File: src/rtl/lcd_pkg.sv
// Shared definitions for the HD44780 character-LCD controllers.
// Contains the read-controller state type, the LCD data-bus constants and
// the ns-to-clock-cycle rounding helper used by both the read and write sides.
package lcd_pkg;

  typedef enum logic [1:0] {
    IDLE,
    SETUP,
    PULSE,
    HOLD
  } lcd_rd_state_e;

  localparam int LCD_BUSY_BIT = 7;
  localparam int LCD_DATA_W   = 8;

  // Round a time up to a whole number of clock periods.
  function automatic int ceil_div(input int num, input int den);
    return (num + den - 1) / den;
  endfunction

endpackage

File: src/rtl/lcd_phase_timer.sv
// Loadable down-counter that times each phase of an LCD bus cycle.
// Ports:
//   i_clk, i_rst_n : clock, asynchronous active-low reset
//   i_load         : load i_load_val this cycle (takes priority over counting)
//   i_load_val     : phase length minus one
//   o_done         : high in the last cycle of the loaded phase (count == 0)
module lcd_phase_timer #(
  parameter int W = 4
) (
  input  logic         i_clk,
  input  logic         i_rst_n,
  input  logic         i_load,
  input  logic [W-1:0] i_load_val,
  output logic         o_done
);

  logic [W-1:0] cnt;

  always_ff @(posedge i_clk or negedge i_rst_n) begin
    if (!i_rst_n) begin
      cnt <= '0;
    end else if (i_load) begin
      cnt <= i_load_val;
    end else if (cnt != '0) begin
      cnt <= cnt - 1'b1;
    end
  end

  assign o_done = (cnt == '0);

endmodule

File: src/rtl/lcd_rd_ctrl.sv
// HD44780 read-cycle controller (RW=1): busy-flag/AC reads (RS=0) and
// DDRAM/CGRAM data reads (RS=1), with optional busy-flag polling.
// Ports:
//   i_clk, i_rst_n   : clock, asynchronous active-low reset
//   i_vld / o_rdy    : request handshake; o_rdy is high only while idle
//   i_rs, i_poll     : request register select; poll honoured only for RS=0
//   o_rd_vld         : one-cycle response strobe
//   o_rd_data        : last sampled DB[7:0], held until the next sample
//   o_timeout        : with o_rd_vld, poll gave up with the busy flag still set
//   o_LCD_RW/RS/EN   : LCD control pins (muxed with the write controller)
//   o_LCD_OE_N       : low while active; releases DQ driver / selects this block
//   i_LCD_DATA       : DB[7:0] from the top-level tristate
module lcd_rd_ctrl
  import lcd_pkg::*;
#(
  parameter int T_PERIOD_NS = 40,
  parameter int T_AS_NS     = 80,
  parameter int T_PW_NS     = 460,
  parameter int T_DDR_NS    = 320,
  parameter int T_CYCE_NS   = 1000,
  parameter int POLL_MAX    = 4000
) (
  input  logic                  i_clk,
  input  logic                  i_rst_n,
  input  logic                  i_vld,
  output logic                  o_rdy,
  input  logic                  i_rs,
  input  logic                  i_poll,
  output logic                  o_rd_vld,
  output logic [LCD_DATA_W-1:0] o_rd_data,
  output logic                  o_timeout,
  output logic                  o_LCD_RW,
  output logic                  o_LCD_RS,
  output logic                  o_LCD_EN,
  output logic                  o_LCD_OE_N,
  input  logic [LCD_DATA_W-1:0] i_LCD_DATA
);

  localparam int N_AS   = ceil_div(T_AS_NS, T_PERIOD_NS);
  localparam int N_PW   = ceil_div(T_PW_NS, T_PERIOD_NS);
  localparam int N_CYC  = ceil_div(T_CYCE_NS, T_PERIOD_NS);
  localparam int N_HOLD = N_CYC - N_AS - N_PW;
  localparam int N_MAX  = (N_AS > N_PW) ? ((N_AS > N_HOLD) ? N_AS : N_HOLD)
                                        : ((N_PW > N_HOLD) ? N_PW : N_HOLD);
  localparam int TMR_W  = $clog2(N_MAX + 1);
  localparam int PCNT_W = $clog2(POLL_MAX + 1);

  if (T_DDR_NS >= T_PW_NS) begin : g_bad_ddr
    $error("lcd_rd_ctrl: T_DDR_NS must be less than T_PW_NS");
  end
  if (N_AS < 1) begin : g_bad_as
    $error("lcd_rd_ctrl: setup phase must be at least one cycle");
  end
  if (N_HOLD < 1) begin : g_bad_hold
    $error("lcd_rd_ctrl: hold phase must be at least one cycle");
  end

  lcd_rd_state_e     state, state_d;
  logic              rs_q, rs_d;
  logic              poll_q, poll_d;
  logic [PCNT_W-1:0] pcnt_q, pcnt_d;
  logic              tmr_load;
  logic [TMR_W-1:0]  tmr_val;
  logic              tmr_done;
  logic              sample;
  logic              finish;

  logic rdy_d, rd_vld_d, timeout_d, rw_d, rs_pin_d, en_d, oe_n_d;

  lcd_phase_timer #(.W(TMR_W)) u_timer (
    .i_clk      (i_clk),
    .i_rst_n    (i_rst_n),
    .i_load     (tmr_load),
    .i_load_val (tmr_val),
    .o_done     (tmr_done)
  );

  // State register; the pins are registered from the next-state decode so
  // they change exactly on phase boundaries and clear asynchronously on reset.
  always_ff @(posedge i_clk or negedge i_rst_n) begin
    if (!i_rst_n) begin
      state      <= IDLE;
      rs_q       <= 1'b0;
      poll_q     <= 1'b0;
      pcnt_q     <= '0;
      o_rdy      <= 1'b1;
      o_rd_vld   <= 1'b0;
      o_rd_data  <= '0;
      o_timeout  <= 1'b0;
      o_LCD_RW   <= 1'b0;
      o_LCD_RS   <= 1'b0;
      o_LCD_EN   <= 1'b0;
      o_LCD_OE_N <= 1'b1;
    end else begin
      state      <= state_d;
      rs_q       <= rs_d;
      poll_q     <= poll_d;
      pcnt_q     <= pcnt_d;
      o_rdy      <= rdy_d;
      o_rd_vld   <= rd_vld_d;
      o_timeout  <= timeout_d;
      o_LCD_RW   <= rw_d;
      o_LCD_RS   <= rs_pin_d;
      o_LCD_EN   <= en_d;
      o_LCD_OE_N <= oe_n_d;
      if (sample) begin
        o_rd_data <= i_LCD_DATA;
      end
    end
  end

  // Next-state logic; the phase timer is reloaded on every state entry.
  always_comb begin
    state_d  = state;
    rs_d     = rs_q;
    poll_d   = poll_q;
    pcnt_d   = pcnt_q;
    tmr_load = 1'b0;
    tmr_val  = '0;
    sample   = 1'b0;
    finish   = 1'b0;
    case (state)
      IDLE: begin
        if (i_vld) begin
          state_d  = SETUP;
          rs_d     = i_rs;
          poll_d   = i_poll & ~i_rs;
          pcnt_d   = '0;
          tmr_load = 1'b1;
          tmr_val  = TMR_W'(N_AS - 1);
        end
      end
      SETUP: begin
        if (tmr_done) begin
          state_d  = PULSE;
          tmr_load = 1'b1;
          tmr_val  = TMR_W'(N_PW - 1);
        end
      end
      PULSE: begin
        if (tmr_done) begin
          sample   = 1'b1;
          state_d  = HOLD;
          tmr_load = 1'b1;
          tmr_val  = TMR_W'(N_HOLD - 1);
        end
      end
      HOLD: begin
        if (tmr_done) begin
          // o_rd_data already holds this read's DB7 (sampled at end of PULSE).
          if (poll_q && o_rd_data[LCD_BUSY_BIT] &&
              (pcnt_q < PCNT_W'(POLL_MAX - 1))) begin
            pcnt_d   = pcnt_q + 1'b1;
            state_d  = SETUP;
            tmr_load = 1'b1;
            tmr_val  = TMR_W'(N_AS - 1);
          end else begin
            state_d = IDLE;
            finish  = 1'b1;
          end
        end
      end
      default: state_d = IDLE;
    endcase
  end

  // Output decode of the upcoming state, registered above.
  always_comb begin
    rdy_d     = (state_d == IDLE);
    rw_d      = (state_d != IDLE);
    rs_pin_d  = (state_d != IDLE) & rs_d;
    en_d      = (state_d == PULSE);
    oe_n_d    = (state_d == IDLE);
    rd_vld_d  = finish;
    timeout_d = finish & poll_q & o_rd_data[LCD_BUSY_BIT];
  end

endmodule

File: config.mk
export PLATFORM = sky130hd
export DESIGN_NAME = lcd_rd_ctrl
export DESIGN_NICKNAME = d
export VERILOG_FILES = /design/src/rtl/lcd_pkg.sv /design/src/rtl/lcd_phase_timer.sv /design/src/rtl/lcd_rd_ctrl.sv
export SDC_FILE = /design/constraint.sdc
export NUM_CORES = 1
export LEC_CHECK = 0
export CAP_MARGIN = 20
export CORE_MARGIN = 2
export CORE_UTILIZATION = 40
export CTS_CLUSTER_DIAMETER = 120
export DETAILED_ROUTE_END_ITERATION = 8
export PLACE_DENSITY_LB_ADDON = 0.08
export SLEW_MARGIN = 10
export SYNTH_ARGS = -nofsm -noshare
export SYNTH_HDL_FRONTEND = slang
export SYNTH_SLANG_ARGS = --single-unit
File: constraint.sdc
create_clock -name i_clk -period 2.04 [get_ports i_clk]
set_input_delay 0.306 -clock i_clk [delete_from_list [all_inputs] [get_ports i_clk]]
set_output_delay 0.306 -clock i_clk [all_outputs]
set_load 0.1 [all_outputs]
==> impl_metrics.toml <==
[grt]
wire_length_of_the_first_global_routing_pass_um = 6980
global_route.usage.total_pct = 17.6
total_overflow_reported_by_the_global_router = 0
grt_pass1_vias = 1545
grt_start_max_net_pins = 35
antenna_found_initial = 0

[die]
die_h_um = 71.4
design.portCount = 28
fp.dieArea_um2 = 5100
start_util_pct = 41.7
fp.dieW_um = 71.4
placeableCoreArea_um2 = 4350
rows = 24

[clock_network]
max-clock-path-buffers = 2
worst_setup_hold_path_clk_slew_ns = 0.07
tritoncts_clock_tree = "done"
numClockSinks = 34
h_tree_depth = 2
cts_inserted_buffers = 5
cts_root_buffer = "sky130_fd_sc_hd__clkbuf_8"
clock_insertion_delay_worst_skew_ns = 0.29

[critical_path]
cp_data_required_time_ns = 2.22
critPathCaptureType = "flop"
critical_path.top_delay_family = "simple AND/OR/NAND/NOR gates"
r2r_setup_slack_ns = 0.05
r2r_end = "o_LCD_RS"
critPathMaxFanout = 6
start_kind = "flop"
timing.critical_path.cells = "inv_1 -> ha_4 -> or3b_2 -> a211oi_2 -> o22ai_2 -> nor2_2 -> nor2b_1"
timing.critical_path.arrival_ns = 2.17
worst_r2r_path_depth = 7
worst_path_largest_cell_delay_ns = 0.51
critical_path_buf_inv_count = 1
launch_instance_of_the_worst_register_to_register_path = "u_timer.cnt[0]"
crit_type = "flop to flop"
cp_slowest_cell = "sky130_fd_sc_hd__or3b_2"

[timing]
maxSlewHeadroom_pct = 68.9
finalSetupViolations = 0
period_utilization_pct = 97.5
finClkSkew_ns = 0.00623
tightest_slew_ns = 0.463
post-route-min-period_ns = 1.99
totalNegativeSetupSlack_ns = 0
unrepaired_setup_endpoints_after_global_routing = "true"
timing.fmax_mhz = 503
whs_ns = 0.417
finalHoldViolations = 0
drv_slew = 0

[place]
placed_area_um2 = 2200
finalWeightedCongestion = 0.844
cells_after_dpl = 265
hpwl_um = 2890
io_buffer_count = 27

[flow_run]
timing.max_cap.violations = 0

[routing]
routedWlPerCell_um = 15.0
avgViaCountPerCell = 5.57
initial_drt_markers = 84
detail_route.wirelength_um = 4170
number_of_vias_after_detailed_routing = 1549
route.detailed.drc = 0
firstDrtPassIters = 5
route.antenna.remaining_nets = 0

[finish]
layout-drive-gt1-share_pct = 30.1
n_antenna_cell = 0
fin_area_um2 = 2420
layout-area-overhead-vs-synth_pct = 33.1
instances_no_fill = 278
final_net_count = 244
fillers = 361

[power_and_ir_drop]
peakVddDrop_mv = 1.32
pnr_total_power_mw = 4.09
total_leakage_power_nw = 1.09
cellPowerDensity_nw_per_um2 = 1690

[yosys]
ys_seq_elements = 34
netlist_instances = 177
synth-warning-count = 0
ys_seq_area_share_pct = 46.9
synth_nets = 196
syn_area_um2 = 1820
postSynthAreaPerCell_um2 = 10.3
synth.distinct_cells = 45

[worst_hold_path]
hold_class = "input pin to asynchronous set/reset pin"

[outcome]
outcome = "finished clean"
-- how the worst max path moves through the flow --
stage	from	endpoint	depth (start not counted)
2_1_floorplan	o_rd_data[7]	pcnt_q[8]	4
3_3_place_gp	u_timer.cnt[0]	pcnt_q[8]	7
3_5_place_dp	state[1]	pcnt_q[8]	7
4_1_cts	pcnt_q[0]	pcnt_q[8]	6
5_1_grt	u_timer.cnt[0]	o_LCD_RS	7
6_report	u_timer.cnt[0]	o_LCD_RS	7
-- kinds of logic after synthesis --
family | count (synthesis) | synth area share [%]
compound gates | 32 | 13.4
xor+xnor | 3 | 1.45
fa+ha+maj | 6 | 4.13
buf+inv | 11 | 2.89
flops | 34 | 46.9
mux | 11 | 6.61
simple gates | 80 | 24.6
-- metal layers --
layer	GRT usage, %	wire (um)
met5	0	0
met4	7.13	70
met3	5.20	211
met2	26.4	1930
met1	23.9	1950
-- synthesized netlist by cell type (all sizes together) --
| library cell | number | share of area, % |
|---|---|---|
| and2 | 3 | 1.0 |
| a41oi | 1 | 0.48 |
| mux2 | 8 | 5.0 |
| o31ai | 1 | 0.41 |
| nor2b | 3 | 1.0 |
| inv | 6 | 1.2 |
| dfstp | 1 | 1.4 |
| or4 | 1 | 0.41 |
| nor4 | 4 | 1.4 |
| or2 | 1 | 0.34 |
| nand3 | 3 | 1.1 |
| mux2i | 3 | 1.7 |
| a31oi | 3 | 1.0 |
| nand3b | 2 | 0.83 |
| a22o | 1 | 0.48 |
| dfrtp | 33 | 45 |
| a21oi | 9 | 2.5 |
| nor3b | 1 | 1.0 |
| a211oi | 2 | 0.83 |
| nand2b | 4 | 1.4 |
| or3 | 1 | 0.34 |
| a2111oi | 1 | 1.5 |
| and3 | 5 | 1.7 |
| nand2 | 21 | 4.3 |
| o22ai | 3 | 1.8 |
| a211o | 1 | 0.48 |
| buf | 5 | 1.7 |
| ha | 6 | 4.1 |
| nor3 | 5 | 2.0 |
| a221o | 1 | 0.55 |
| xnor2 | 3 | 1.4 |
| nand4 | 4 | 1.7 |
| and4 | 2 | 0.96 |
| or3b | 2 | 0.96 |
| o21ai | 5 | 1.4 |
| a31o | 3 | 1.4 |
| a41o | 1 | 0.55 |
| nor2 | 17 | 3.5 |
| nor4b | 1 | 0.48 |
-- sequential cells by signal, summed over array words and instances, names as in the netlist, 2 cells and up --
register / count
pcnt_q: 12
state: 2
u_timer.cnt: 4
o_rd_data: 8
-- power by group --
group / leakage [nW] / switching (mW) / internal [mW] / total, mW
registers: 0.441 / 0.150 / 0.881 / 1.03
logic: 0.593 / 1.67 / 0.775 / 2.44
clock network: 0.0514 / 0.252 / 0.364 / 0.617
total: 1.09 / 2.07 / 2.02 / 4.09
-- layout by cell type, fill, tap and decap left out, types with 3 or more instances in the layout --
cell type	count
sky130_fd_sc_hd__xnor2_1	3
sky130_fd_sc_hd__nor2b_1	3
sky130_fd_sc_hd__a31o_1	3
sky130_fd_sc_hd__and3_1	5
sky130_fd_sc_hd__a31oi_1	3
sky130_fd_sc_hd__nand2b_1	4
sky130_fd_sc_hd__nand2_1	21
sky130_fd_sc_hd__and2_1	3
sky130_fd_sc_hd__nor2_1	16
sky130_fd_sc_hd__mux2i_1	3
sky130_fd_sc_hd__nor3_1	4
sky130_fd_sc_hd__buf_4	32
sky130_fd_sc_hd__a21oi_1	8
sky130_fd_sc_hd__clkdlybuf4s50_1	12
sky130_fd_sc_hd__ha_1	3
sky130_fd_sc_hd__nand4_1	3
sky130_fd_sc_hd__o21ai_0	5
sky130_fd_sc_hd__clkbuf_8	5
sky130_fd_sc_hd__dfrtp_1	33
sky130_fd_sc_hd__inv_1	5
sky130_fd_sc_hd__mux2_2	8
-- worst register-to-register path: stages (launching register included) --
cell and delay [ns]:
sky130_fd_sc_hd__dfrtp_1 0.42, sky130_fd_sc_hd__inv_1 0.14, sky130_fd_sc_hd__ha_4 0.17, sky130_fd_sc_hd__or3b_2 0.51, sky130_fd_sc_hd__a211oi_2 0.26, sky130_fd_sc_hd__o22ai_2 0.14
sky130_fd_sc_hd__nor2_2 0.19, sky130_fd_sc_hd__nor2b_1 0.06
-- area by class of cell --
| class | instances | area (um^2) | area share (%) |
|---|---|---|---|
| clock inverters | 2 | 37.5 | 1.55 |
| multi-input cells | 133 | 988 | 40.9 |
| flip-flops and latches | 34 | 852 | 35.2 |
| clock buffers | 6 | 72.6 | 3.00 |
| inverters | 6 | 22.5 | 0.931 |
| repair buffers | 45 | 380 | 15.7 |
| well taps | 52 | 65.1 | 2.69 |
-- repair_timing --
item                                    4_1_cts  5_1_grt
hold buffers                                  0        0
endpoints found under the setup margin        3       20
resized for setup                             1       12
cloned                                        0        1
pin swaps                                     1        3
buffers inserted                              0        4
-- stage by stage --
stage / utilization, % / setup WS (ns)
3_5_place_dp: 50.6 / -0.0175
2_1_floorplan: - / 0.0315
6_report: 55.5 / 0.0502
5_1_grt: 55.5 / -0.0742
3_3_place_gp: 50.6 / -0.00942
4_1_cts: 53.2 / 0.0118
(Power assumes the default switching activity.)
